### config.mk
export PLATFORM = sky130hd
export DESIGN_NAME = branch_redirect_ctrl
export DESIGN_NICKNAME = d
export VERILOG_FILES = /design/src/rtl/branch_redirect_ctrl_pkg.sv /design/src/rtl/branch_redirect_ctrl_sat_counter.sv /design/src/rtl/branch_redirect_ctrl.sv
export SDC_FILE = /design/constraint.sdc
export NUM_CORES = 1
export LEC_CHECK = 0
export CAP_MARGIN = 20
export CORE_MARGIN = 1.5
export CORE_UTILIZATION = 48
export CTS_CLUSTER_DIAMETER = 40
export DETAILED_ROUTE_END_ITERATION = 8
export GPL_TIMING_DRIVEN = 0
export MAX_ROUTING_LAYER = met4
export PLACE_DENSITY = 0.9
export SKIP_CTS_REPAIR_TIMING = 1
export SLEW_MARGIN = 40
export SYNTH_ARGS = -nofsm -noshare
export SYNTH_HDL_FRONTEND = slang
export SYNTH_HIERARCHICAL = 1
export SYNTH_SLANG_ARGS = --single-unit
### constraint.sdc
create_clock -name CLK -period 3.9 [get_ports CLK]
set_input_delay 0.78 -clock CLK [delete_from_list [all_inputs] [get_ports CLK]]
set_output_delay 0.78 -clock CLK [all_outputs]
set_load 0.01 [all_outputs]
### src/rtl/branch_redirect_ctrl_pkg.sv
// Shared encodings and state type for the EX-stage branch redirect controller.
// BRANCH_CTRL carries a control-flow flag at CF_BIT above a RISC-V style funct3.
package branch_redirect_ctrl_pkg;

  localparam int CF_BIT = 3;

  localparam logic [2:0] F3_BEQ  = 3'b000;
  localparam logic [2:0] F3_BNE  = 3'b001;
  localparam logic [2:0] F3_JUMP = 3'b010;
  localparam logic [2:0] F3_BLT  = 3'b100;
  localparam logic [2:0] F3_BGE  = 3'b101;
  localparam logic [2:0] F3_BLTU = 3'b110;
  localparam logic [2:0] F3_BGEU = 3'b111;

  typedef enum logic [1:0] {
    IDLE     = 2'd0,
    PENDING  = 2'd1,
    REDIRECT = 2'd2
  } redirect_state_e;

  function automatic logic is_jump(input logic [2:0] f3);
    return f3 == F3_JUMP;
  endfunction

endpackage

### src/rtl/branch_redirect_ctrl_sat_counter.sv
// Saturating up-counter with synchronous clear; holds at all-ones instead of wrapping.
module branch_redirect_ctrl_sat_counter #(
  parameter int WIDTH = 32
) (
  input  logic             clk,
  input  logic             clear,
  input  logic             inc,
  output logic [WIDTH-1:0] count
);

  always_ff @(posedge clk) begin
    if (clear) begin
      count <= '0;
    end else if (inc && (count != '1)) begin
      count <= count + 1'b1;
    end
  end

endmodule

### src/rtl/branch_redirect_ctrl.sv
// Turns an EX-stage branch resolution into a registered PC redirect plus pipeline
// flush/squash, holding the redirect across stalls and trapping misaligned targets.
//
// state    | meaning
// IDLE     | waiting for a control-flow instruction in EX
// PENDING  | taken redirect resolved, pipeline stalled, target latched
// REDIRECT | PC load (first cycle) and flush/squash for FLUSH_CYCLES cycles
module branch_redirect_ctrl
  import branch_redirect_ctrl_pkg::*;
#(
  parameter int FLUSH_CYCLES = 1,
  parameter int CNT_WIDTH    = 32
) (
  input  logic                 CLK,
  input  logic                 RESET,
  input  logic                 EX_VALID,
  input  logic [3:0]           BRANCH_CTRL,
  input  logic                 BRANCH_TAKEN,
  input  logic [31:0]          BRANCH_TARGET,
  input  logic                 STALL,
  output logic                 PC_REDIRECT,
  output logic [31:0]          PC_TARGET,
  output logic                 FLUSH_IF_ID,
  output logic                 FLUSH_ID_EX,
  output logic                 SQUASH_EX,
  output logic                 TRAP_MISALIGN,
  output logic [CNT_WIDTH-1:0] BRANCH_COUNT,
  output logic [CNT_WIDTH-1:0] TAKEN_COUNT
);

  // Remaining flush cycles after the first REDIRECT cycle.
  localparam logic [1:0] FLUSH_LOAD = 2'(FLUSH_CYCLES - 1);

  redirect_state_e state_q, state_d;
  logic [1:0]      flush_cnt_q, flush_cnt_d;
  logic            flush_q, flush_d;
  logic            redirect_d, trap_d;
  logic [31:0]     target_d;

  logic accept, jump, taken_ev, aligned;

  assign accept   = (state_q == IDLE) && EX_VALID && BRANCH_CTRL[CF_BIT];
  assign jump     = is_jump(BRANCH_CTRL[2:0]);
  assign taken_ev = BRANCH_TAKEN || jump;
  assign aligned  = (BRANCH_TARGET[1:0] == 2'b00);

  always_comb begin
    state_d     = state_q;
    flush_cnt_d = flush_cnt_q;
    redirect_d  = 1'b0;
    flush_d     = 1'b0;
    trap_d      = 1'b0;
    target_d    = PC_TARGET;
    case (state_q)
      IDLE: begin
        if (accept && taken_ev) begin
          if (!aligned) begin
            trap_d = 1'b1;
          end else begin
            target_d = BRANCH_TARGET;
            if (STALL) begin
              state_d = PENDING;
            end else begin
              state_d     = REDIRECT;
              redirect_d  = 1'b1;
              flush_d     = 1'b1;
              flush_cnt_d = FLUSH_LOAD;
            end
          end
        end
      end
      PENDING: begin
        if (!STALL) begin
          state_d     = REDIRECT;
          redirect_d  = 1'b1;
          flush_d     = 1'b1;
          flush_cnt_d = FLUSH_LOAD;
        end
      end
      REDIRECT: begin
        // STALL is deliberately ignored here: the flush must not be delayed.
        if (flush_cnt_q == 2'd0) begin
          state_d = IDLE;
        end else begin
          flush_d     = 1'b1;
          flush_cnt_d = flush_cnt_q - 1'b1;
        end
      end
      default: state_d = IDLE;
    endcase
  end

  always_ff @(posedge CLK) begin
    if (RESET) begin
      state_q       <= IDLE;
      flush_cnt_q   <= 2'd0;
      flush_q       <= 1'b0;
      PC_REDIRECT   <= 1'b0;
      TRAP_MISALIGN <= 1'b0;
      PC_TARGET     <= 32'h0;
    end else begin
      state_q       <= state_d;
      flush_cnt_q   <= flush_cnt_d;
      flush_q       <= flush_d;
      PC_REDIRECT   <= redirect_d;
      TRAP_MISALIGN <= trap_d;
      PC_TARGET     <= target_d;
    end
  end

  assign FLUSH_IF_ID = flush_q;
  assign FLUSH_ID_EX = flush_q;
  assign SQUASH_EX   = flush_q;

  branch_redirect_ctrl_sat_counter #(.WIDTH(CNT_WIDTH)) u_branch_cnt (
    .clk   (CLK),
    .clear (RESET),
    .inc   (accept && !jump),
    .count (BRANCH_COUNT)
  );

  branch_redirect_ctrl_sat_counter #(.WIDTH(CNT_WIDTH)) u_taken_cnt (
    .clk   (CLK),
    .clear (RESET),
    .inc   (accept && taken_ev),
    .count (TAKEN_COUNT)
  );

endmodule

==> impl_results.md, run 1 <==
- CTS sink count: 103
- Hold Path Depth: 2
- Reg clk slew, reported paths: 0.10 ns
- Die W: 103 um
- Max cap viols: 0
- Worst r2r src: state_q[1]$_SDFFE_PP0P_
- HP Class: reg -> reg
- CP Max Fanout: 10
- Static Leak: 2.02 nW
- CTS tree: done
- Total clock buffers created by CTS: 9
- Post-synth EDFFs: 0
- Crit path DAT: 3.89 ns
- Final-report hold violation count: 0
- Worst R2R End: u_branch_cnt/count[31]$_SDFFE_PP0P_
- Min-Delay Endpoint: PC_TARGET[14]$_SDFFE_PP0P_
- Crit share post-route: 0.933
- Die Y: 103 um
- Synthesized net count: 615
- Total global-route track usage: 0.259
- Highest-count cells in the layout ignoring fill and taps: clkdlybuf4s50_1, dfxtp_1, nand2_1
- Synth unique cells: 48
- Setup Total Neg Slack: 0 ns
- Mapped Cells: 571
- R2R depth: 7
- Fraction of layout cells with a size suffix above 1: 0.0684
- Footprint of the multi-input gates: 0.00257 sq mm
- Vias per cell: 5.85
- Final WS setup: 0.260 ns
- Core Box Area: 0.00973 sq mm
- Hold Crit Start: PC_TARGET[14]$_SDFFE_PP0P_
- Area post-placement: 0.00639 sq mm
- First-pass GRT wire length: 21500 um
- Standard-cell rows: 36
- Worst-Margin Slew: 0.704 ns
- # DRC: 0
- Register area: 0.00206 sq mm
- Via count: 5056
- First-pass iteration count of the detailed router: 5
- PwrDens: 272 mW/mm^2
- Register bit total from synthesis: 103
- Crit path time final: 3.64 ns
- CP Launch Type: primary input
- Area Overhead vs Synth: 37.1%
- Number of global-route vias before repair: 4700
- Worst rel slew slack: 0.527
- Synthesized cell area: 0.00481 sq mm
- NumNets Final: 770
- Worst-Skew Late Latency: 0.35 ns
- Die ar.: 0.0106 sq mm
- Total Wirelength: 13500 um
- I/O Pins: 142
- # diodes: 0
- Starting Density: 0.494
- Largest net degree at the start of global routing: 17
- DP Worst Slack: -0.304 ns
- Clock Skews: 0.0130 ns
- FFs w/ async S/R, synth: 0
- Maximum clock path buffer count: 2
- FF-to-FF setup slack: 0.70 ns
- Drt wl/cell: 15.6 um
- Setup violators final: 0
- Commonest non-fill, non-tap cell in the layout: clkdlybuf4s50_1
- Clk root buf: clkbuf_8
- RSZ-0062 raised after global routing: no
- Main flop type after synthesis: dfxtp_1
- Slew Limit Fails: 0
- Crit Path Category: in -> reg
- Status: complete, no violations
- Avg Synthesized Cell Area: 8.43 sq um
- Setup crit end kind: flip-flop
- Synth warn: 6
- Data required time at the worst endpoint: 4.15 ns
- Fmax: 275 MHz
- Antenna Nets Post-Route: 0
- GR Overflow Total: 0
- Fill cell count: 773
- DP Wirelength: 10000 um
- I/O Buffers: 141
- Sequential share of the synthesized area: 0.429
- Total Power: 1.79 mW
- Iter 0 DRT Violations: 254
- Worst IR Drop VDD: 191 uV
- Gpl congestion: 0.921
- CTS H-tree depth: 3
- Design area: 0.00660 sq mm
- Initial antenna violation count: 0
-- final cells by class --
cell class,instances,area share
Clock inverter,5,0.00512
Clock buffer,11,0.0214
Timing Repair Buffer,144,0.217
Tap cell,133,0.0252
Inverter,7,0.00398
Multi-Input combinational cell,427,0.389
Sequential cell,103,0.313
Buffer,34,0.0250
-- flip-flops by register name, indices dropped and copies added (netlist names) --
signal	count
PC_TARGET	32
TRAP_MISALIGN	1
state_q	2
u_branch_cnt/count	32
FLUSH_ID_EX	1
u_taken_cnt/count	32
flush_cnt_q	2
PC_REDIRECT	1
-- how the worst max path moves through the flow --
stage / startpoint / endpoint / slack (ns) / cells past startpoint
after floorplan: BRANCH_CTRL[0] / u_taken_cnt/count[31]$_SDFFE_PP0P_ / 0.71 / 7
after global placement: BRANCH_CTRL[1] / u_taken_cnt/count[31]$_SDFFE_PP0P_ / -0.23 / 8
after detailed placement: BRANCH_CTRL[1] / u_taken_cnt/count[31]$_SDFFE_PP0P_ / -0.30 / 8
after CTS: BRANCH_CTRL[1] / u_taken_cnt/count[31]$_SDFFE_PP0P_ / 0.1 / 8
after global routing: EX_VALID / u_branch_cnt/count[31]$_SDFFE_PP0P_ / 0.08 / 8
final: EX_VALID / u_branch_cnt/count[31]$_SDFFE_PP0P_ / 0.26 / 8
-- power breakdown --
group / switching [mW] / internal, mW
clock network: 0.366 / 0.250
registers: 0.00609 / 1.06
logic: 0.0518 / 0.0630
total: 0.424 / 1.37
-- cell families after synthesis --
family          after synthesis  share of synthesized area
compound gates              132                      0.173
xor+xnor                     14                     0.0255
flops                       103                      0.429
buf+inv                      41                     0.0398
fa+ha+maj                     3                    0.00780
simple gates                270                      0.307
mux                           8                     0.0182
-- critical path, cell delays in order --
cell and delay [ns]:
clkdlybuf4s50_1 0.46, nand4bb_1 0.22, nor2b_1 0.47, nand4_1 0.48, nor4_2 0.65, nand4_1 0.15, nor4_1 0.30, mux2_2 0.37
-- through the flow --
step / cells / util / hold slack (ns)
floorplan: 571 / - / 0.461
global placement: 845 / 0.657 / 0.442
detailed placement: 845 / 0.657 / 0.448
CTS: 861 / 0.675 / 0.463
global route: 864 / 0.678 / 0.478
finish: 864 / 0.678 / 0.460
-- cells in the mapped netlist (12+ instances only) --
| library cell | instances | area, sq um |
|---|---|---|
| o31ai_1 | 24 | 180 |
| nand4_1 | 20 | 125 |
| xnor2_1 | 12 | 105 |
| nand2_1 | 80 | 300 |
| o21ai_0 | 16 | 80.1 |
| clkbuf_1 | 23 | 86.3 |
| dfxtp_1 | 103 | 2060 |
| or3_1 | 20 | 125 |
| a21oi_1 | 75 | 375 |
| nor2_1 | 34 | 128 |
| nand3_1 | 26 | 130 |
| or4_1 | 24 | 180 |
-- metal layers --
| metal | track usage | vias up | part of all wire |
|---|---|---|---|
| met5 | - | - | 0 |
| met2 | 0.432 | 251 | 0.50 |
| li1 | - | 2408 | - |
| met3 | 0.0522 | 35 | 0.071 |
| met1 | 0.306 | 2362 | 0.41 |
| met4 | 0.103 | 0 | 0.021 |
Note: power is estimated with default switching activity, not from simulation.
==> run 2: changes to the inputs <==
Settings changed: GPL_ROUTABILITY_DRIVEN set to 0.
==> results of run 2 <==
Same layout as run 1: the final DEF is identical, and so are final timing and power.
==> run 3: changes to the inputs <==
Settings changed: CORE_MARGIN 1.5 to 2, PLACE_DENSITY 0.9 to 0.92.
==> run 3 against run 2 <==
First-iteration DRC count rose by 49%. Via count rose by 0.42%. Flip-flop and latch count did not move. Final cell count did not move. Clock skew rose by 0.0036 ns. Combinational power barely moved. Highest routed layer unchanged. Fmax fell by 1.6%. Core utilization rose by 0.26 points. Total power rose by 3.5%. Critical endpoint unchanged. Clock power rose by 10%. Register-to-register slack got worse by 0.07 ns.
==> impl_results.md, run 3 (synthesis results as in run 1) <==
- HP Class: reg -> reg
- Fmax: 270 MHz
- PwrDens: 281 mW/mm^2
- CP Max Fanout: 10
- CTS tree: done
- Die Y: 104 um
- Initial antenna violation count: 0
- Total Power: 1.86 mW
- Wl on met1: 5610 um
- Met3 wire length: 951 um
- CTS H-tree depth: 3
- DR top layer: met4
- Status: complete, no violations
- Fraction of layout cells with a size suffix above 1: 0.0670
- Via count: 5077
- I/O Buffers: 141
- Crit path DAT: 3.95 ns
- CTS sink count: 103
- Clock Skews: 0.0167 ns
- Number of global-route vias before repair: 4785
- Drt wl/cell: 15.8 um
- RSZ-0062 raised after global routing: no
- Setup crit end kind: flip-flop
- Total Wirelength: 13600 um
- Vias per cell: 5.88
- Die W: 104 um
- GR Overflow Total: 0
- Largest registers: PC_TARGET x32, u_branch_cnt/count x32, u_taken_cnt/count x32
- Maximum clock path buffer count: 2
- Final WS setup: 0.201 ns
- DP Worst Slack: -0.425 ns
- Worst rel slew slack: 0.546
- Total clock buffers created by CTS: 9
- DP Wirelength: 10200 um
- I/O Pins: 142
- CP Launch Type: primary input
- Static Leak: 2.03 nW
- Worst IR Drop VDD: 272 uV
- Worst-Skew Late Latency: 0.36 ns
- Setup Total Neg Slack: 0 ns
- Total global-route track usage: 0.257
- Commonest non-fill, non-tap cell in the layout: clkdlybuf4s50_1
- Slew Limit Fails: 0
- Highest-count cells in the layout ignoring fill and taps: clkdlybuf4s50_1, dfxtp_1, nand2_1
- Standard-cell rows: 36
- Crit share post-route: 0.949
- Crit path time final: 3.70 ns
- Max cap viols: 0
- Starting Density: 0.494
- Data required time at the worst endpoint: 4.15 ns
- Worst-Margin Slew: 0.676 ns
- Clk root buf: clkbuf_8
- Die ar.: 0.0108 sq mm
- Setup violators final: 0
- Met2 routed WL: 6740 um
- Final-report hold violation count: 0
- Largest net degree at the start of global routing: 17
- First-pass iteration count of the detailed router: 5
- Core Box Area: 0.00973 sq mm
- # diodes: 0
- Crit Path Category: in -> reg
- # DRC: 0
- NumNets Final: 770
- Antenna Nets Post-Route: 0
- Reg clk slew, reported paths: 0.10 ns
- Iter 0 DRT Violations: 379
- Post-layout util: 0.680
- First-pass GRT wire length: 22600 um
- Area Overhead vs Synth: 37.6%
[run 3: changes by cell type in the layout (fill, tap and decap cells not counted), sizes merged]
cell / previous run / this run
bufinv: 0 / 1
clkbuf: 34 / 35
clkinv: 3 / 2
clkinvlp: 2 / 1
[run 3: power breakdown]
group,leakage [nW],internal [mW],switching (mW)
Sequential,0.830,1.06,0.00613
Combinational,1.11,0.0631,0.0529
Clock,0.0968,0.318,0.360
Total,2.03,1.44,0.419
[run 3: path summary, 6_finish.rpt]
kind | start | endpoint | slack [ns] | cells after the start
setup reg to reg | state_q[1]$_SDFFE_PP0P_ | u_branch_cnt/count[31]$_SDFFE_PP0P_ | 0.63 | 7
setup / recovery | BRANCH_CTRL[3] | u_branch_cnt/count[31]$_SDFFE_PP0P_ | 0.20 | 8
hold / removal | PC_TARGET[19]$_SDFFE_PP0P_ | PC_TARGET[19]$_SDFFE_PP0P_ | 0.46 | 2
hold reg to reg | PC_TARGET[19]$_SDFFE_PP0P_ | PC_TARGET[19]$_SDFFE_PP0P_ | 0.46 | 2
[run 3: metrics by stage]
stage          hold WS [ns]  cells  area (sq um)
6_report              0.459    864          6620
5_1_grt               0.486    864          6620
4_1_cts               0.463    861          6590
3_5_place_dp          0.449    845          6390
3_3_place_gp          0.442    845          6390
2_1_floorplan         0.461    571          4810
[run 3: area by class of cell]
class                   instances  area [sq um]
multi-input cells             427          2570
repair buffers                144          1430
clock inverters                 4          55.1
clock buffers                  12           145
plain buffers                  34           165
well taps                     133           166
flip-flops and latches        103          2060
inverters                       7          26.3
fillers                       808          3110
[run 3: routing by layer]
layer / vias up / global-route usage
met3: 33 / 0.0420
met5: - / -
met2: 227 / 0.422
met4: 0 / 0.108
met1: 2403 / 0.313
li1: 2414 / -
[run 3: critical path, stage by stage]
cell             delay, ns
clkdlybuf4s50_1       0.46
nand4bb_1             0.22
nor2b_1               0.46
nand4_1               0.48
nor4_2                0.69
nand4_1               0.17
nor4_1                0.31
mux2_2                0.38
